<file path="src/rtl/drum_trigger.sv">
// drum_trigger: debounces an active-low key into a one-cycle go strike
// and derives a sample-rate en strobe whose phase restarts on every strike.
// Ports: clk, resetn (async, active-low), key_n (raw key), run (strobe gate)
//        go (strike pulse), en (sample strobe), pressed (debounced level).
module drum_trigger #(
  parameter int DEBOUNCE = 500000,
  parameter int CLK_DIV  = 1042
) (
  input  logic clk,
  input  logic resetn,
  input  logic key_n,
  input  logic run,
  output logic go,
  output logic en,
  output logic pressed
);

  typedef enum logic [1:0] {
    IDLE_UP,
    WAIT_DOWN,
    HELD,
    WAIT_UP
  } state_t;

  localparam logic [19:0] DLAST = 20'(DEBOUNCE - 1);
  localparam logic [15:0] VLAST = 16'(CLK_DIV - 1);

  logic        s1, s2, p;
  state_t      state, state_n;
  logic [19:0] dcnt, dcnt_n;
  logic        go_n, pressed_n;
  logic [15:0] div;

  always_ff @(posedge clk or negedge resetn) begin
    if (!resetn) begin
      s1 <= 1'b1;
      s2 <= 1'b1;
    end else begin
      s1 <= key_n;
      s2 <= s1;
    end
  end

  assign p = ~s2;

  always_comb begin
    state_n = state;
    dcnt_n  = dcnt;
    go_n    = 1'b0;
    case (state)
      IDLE_UP: begin
        if (p) begin
          state_n = WAIT_DOWN;
          dcnt_n  = '0;
        end
      end
      WAIT_DOWN: begin
        if (!p) begin
          state_n = IDLE_UP;
        end else if (dcnt == DLAST) begin
          state_n = HELD;
          go_n    = 1'b1;
        end else begin
          dcnt_n = dcnt + 20'd1;
        end
      end
      HELD: begin
        if (!p) begin
          state_n = WAIT_UP;
          dcnt_n  = '0;
        end
      end
      WAIT_UP: begin
        if (p) begin
          state_n = HELD;
        end else if (dcnt == DLAST) begin
          state_n = IDLE_UP;
        end else begin
          dcnt_n = dcnt + 20'd1;
        end
      end
      default: state_n = IDLE_UP;
    endcase
    pressed_n = (state_n == HELD) || (state_n == WAIT_UP);
  end

  always_ff @(posedge clk or negedge resetn) begin
    if (!resetn) begin
      state   <= IDLE_UP;
      dcnt    <= '0;
      go      <= 1'b0;
      pressed <= 1'b0;
    end else begin
      state   <= state_n;
      dcnt    <= dcnt_n;
      go      <= go_n;
      pressed <= pressed_n;
    end
  end

  // A strike restarts the phase even while paused, and wins over
  // a strobe that would otherwise fire on the same edge.
  always_ff @(posedge clk or negedge resetn) begin
    if (!resetn) begin
      div <= '0;
      en  <= 1'b0;
    end else if (go_n) begin
      div <= '0;
      en  <= 1'b0;
    end else if (!run) begin
      en  <= 1'b0;
    end else if (div == VLAST) begin
      div <= '0;
      en  <= 1'b1;
    end else begin
      div <= div + 16'd1;
      en  <= 1'b0;
    end
  end

endmodule
</file>
<file path="config.mk">
export PLATFORM = sky130hd
export DESIGN_NAME = drum_trigger
export DESIGN_NICKNAME = d
export VERILOG_FILES = /design/src/rtl/drum_trigger.sv
export SDC_FILE = /design/constraint.sdc
export NUM_CORES = 1
export LEC_CHECK = 0
export CORE_MARGIN = 2
export CORE_UTILIZATION = 50
export DETAILED_ROUTE_END_ITERATION = 8
export GPL_TIMING_DRIVEN = 0
export HOLD_SLACK_MARGIN = 0.06
export PLACE_DENSITY_LB_ADDON = 0.15
export SYNTH_ARGS = -nofsm -noshare
export SYNTH_HDL_FRONTEND = slang
export SYNTH_SLANG_ARGS = --single-unit
export TNS_END_PERCENT = 50
</file>
<file path="constraint.sdc">
create_clock -name clk -period 2.8 [get_ports clk]
set_clock_uncertainty 0.1 [all_clocks]
set_input_delay 0.84 -clock clk [delete_from_list [all_inputs] [get_ports clk]]
set_output_delay 0.84 -clock clk [all_outputs]
set_load 0.01 [all_outputs]
</file>
==> reports/metrics.yaml <==
detail_route.iter0.violations: 178
clock_sinks: 42
rows: 24
min_period_over_period: 0.928
design.die.area_um2: 5180
clock_latency_ns: 0.29
final_cell_area_um2: 2550
syn-num-nets: 268
detail_route.drc_violations: 0
instances_no_fill: 328
yosys_most_used_dff: "sky130_fd_sc_hd__dfrtp_1"
yosysTopAreaCellShare: 0.434
final_max_slew_viol_count: 0
min-delay-path-class: "flop to flop"
postCtsSetupRepairBufs: 0
max_cap_violations: 0
finalCriticalPeriod_ns: 2.60
ant_nets: 0
setup_repair_after_global_routing_missed_its_margin: "no"
ys_async_sr_fraction: 1.00
synth.distinct_cells: 40
cts-root-buf: "sky130_fd_sc_hd__clkbuf_8"
run_status: "complete, no violations"
gr-usage-all-layers: 0.215
netlist_instances: 261
drive_above_1_share: 0.0725
irDropWorstVdd_mv: 0.265
floorplan.initialDensity: 0.523
routedWlPerCell_um: 15.0
cp.buffers_inverters: 2
place.port_buffers: 6
clock_h_tree_levels: 2
yosysWarningCount: 0
routed_wl_um: 4930
leakagePower_nw: 1.04
dp_hpwl_um: 3530
dp_cells: 320
synth_edf_count: 0
end_kind: "flop"
worst-slew-pin-transition_ns: 0.652
grt_antenna_before_repair: 0
biggest_area_consumer_among_synthesized_cells: "sky130_fd_sc_hd__dfrtp_1"
post_synth.cell_area_avg_um2: 8.84
area_growth_syn_to_layout_pct: 10.4
critical_path.startpoint_type: "flop"
io-pin-count: 7
grt_max_degree: 25
cp_data_required_time_ns: 2.88
path_max_fanout: 10
longest_individual_stage_delay_on_the_worst_path_ns: 0.54
synth.top_cells.by_area: "sky130_fd_sc_hd__dfrtp_1 43%, sky130_fd_sc_hd__o21ai_0 5.9%, sky130_fd_sc_hd__a21oi_1 4.6%, sky130_fd_sc_hd__nor2_1 3.9%, sky130_fd_sc_hd__nand2_1 3.7%"
timing_limited_maximum_frequency_mhz: 385
wl_met1_um: 2690
met2RoutedLength_um: 1960
post_synth_instance_area_um2: 2310
floorplan.core_area_um2: 4410
top_layer_used: "met4"
synth-seq-area-share: 0.456
clk_transition_reported_paths_ns: 0.08
cts_resized: 0
power.density_cell_area_nw_per_um2: 529
insertedDiodeCount: 0
viasPerCell: 5.91
die-width_um: 71.9
worst-setup-path-type: "flop to flop"
hold_buffers: 0
num_vias: 1939
ys_seq_elements: 42
cp_cell_sequence: "buf_6 -> or4_4 -> or4_4 -> or2_4 -> nor3_4 -> buf_6 -> nor2_1"
timing_hold_violations_final: 0
cts_max_path_buffers: 2
gp_routability_congestion: 0.871
cts_tree: "built"
dr.pass1.iters: 5
detailroute.wirelength.met3_um: 222
vias_in_the_first_global_route: 1809
cpLargestDelayFamily: "simple AND/OR/NAND/NOR gates"
dieHeight_um: 71.9
maxSlewHeadroom: 0.564
grt_overflow_total: 0
grt_first_pass_wirelength_um: 8800
pre_cts_ws_ns: 0.0339
final_setup_vio_count: 0
cpMaxStageDelayCell: "sky130_fd_sc_hd__or4_4"
placed_cell_area_um2: 2460
worst_ep_arrival_time_ns: 2.68
cts-buffers-inserted: 5
total_number_of_nets_in_the_final_design: 282
postLayoutSetupSlackWorst_ns: 0.201
[final timing paths]
kind | startpoint | end | slack, ns | depth (start not counted)
min in group asynchronous | resetn | div[15] | 0.39 | 1
setup reg to reg | dcnt[6] | div[0] | 0.20 | 7
max in group asynchronous | resetn | div[6] | 1.74 | 2
hold / removal | s1 | s2 | 0.26 | 0
setup / recovery | dcnt[6] | div[0] | 0.20 | 7
hold reg to reg | s1 | s2 | 0.26 | 0
[per-stage QoR]
stage | hold WS, ns | total power, W | util | setup TNS [ns]
final | 0.256 | 0.00135 | 0.577 | 0
after CTS | 0.262 | 0.00136 | 0.577 | 0
after detailed placement | 0.256 | 0.000954 | 0.556 | 0
after global routing | 0.262 | 0.00143 | 0.577 | 0
after global placement | 0.245 | 0.000943 | 0.551 | -11.71
after floorplan | 0.245 | 0.000881 | - | 0
[where the power goes]
group / switching, W / leakage (nW) / internal [W]
logic: 0.000108 / 0.438 / 0.0000833
clock network: 0.000206 / 0.0482 / 0.000199
registers: 0.0000868 / 0.553 / 0.000665
[routing by layer]
metal  vias up  track usage
met5         -            0
met4         0       0.0713
met3         7       0.0403
met2        45        0.293
met1       894        0.343
li1        993            -
[cell usage after synthesis (all sizes together), types with 5 or more instances]
| cell type | instances |
|---|---|
| a21oi | 21 |
| and3 | 8 |
| buf | 5 |
| clkbuf | 6 |
| dfrtp | 40 |
| inv | 10 |
| mux2i | 6 |
| nand2 | 23 |
| nand3 | 15 |
| nand4 | 10 |
| nor2 | 24 |
| nor3 | 8 |
| nor4 | 5 |
| o21ai | 29 |
| o31ai | 7 |
| or3 | 6 |
[sequential cells by signal (all words and copies together), names as in the netlist]
register,count
dcnt,20
div,16
en,1
go,1
pressed,1
s1,1
s2,1
state,1
[layout by cell type (no fill, tap or decap), types with 3 or more instances in the layout]
cell                               n
sky130_fd_sc_hd__inv_1            10
sky130_fd_sc_hd__clkbuf_8          6
sky130_fd_sc_hd__clkdlybuf4s50_1   5
sky130_fd_sc_hd__nor4_1            5
sky130_fd_sc_hd__ha_1              3
sky130_fd_sc_hd__mux2i_1           6
sky130_fd_sc_hd__and4_1            4
sky130_fd_sc_hd__a21oi_1          21
sky130_fd_sc_hd__nor4b_1           3
sky130_fd_sc_hd__and3_1            8
sky130_fd_sc_hd__clkbuf_1          7
sky130_fd_sc_hd__nand3b_1          4
sky130_fd_sc_hd__or3_1             6
sky130_fd_sc_hd__o21ai_0          27
sky130_fd_sc_hd__dfrtp_1          40
sky130_fd_sc_hd__nand2_1          23
sky130_fd_sc_hd__nor2_1           24
sky130_fd_sc_hd__buf_2             4
sky130_fd_sc_hd__o31ai_1           7
sky130_fd_sc_hd__nand3_1          15
sky130_fd_sc_hd__nand4_1          10
sky130_fd_sc_hd__nor3_1            7
[logic make-up (layout without fill, tap and decap cells)]
kind of cell | after synthesis | in the layout | synth area share
and+or+nand+nor | 116 | 116 | 0.274
buffers and inverters | 22 | 37 | 0.0439
muxes | 6 | 6 | 0.0260
AOI/OAI and AO/OA | 69 | 69 | 0.172
adders and majority gates | 3 | 3 | 0.0163
DFF | 42 | 42 | 0.456
xor gates and xnor gates | 3 | 3 | 0.0114
[layout make-up]
class	count	area, um2
buffer	11	60.1
clock buffer	7	86.3
clock inverter	1	5.00
fill	404	1870
inverter	11	41.3
multi-input combinational	197	1150
sequential	42	1050
tap	52	65.1
timing repair buffer	7	82.6
(Power assumes the default switching activity.)
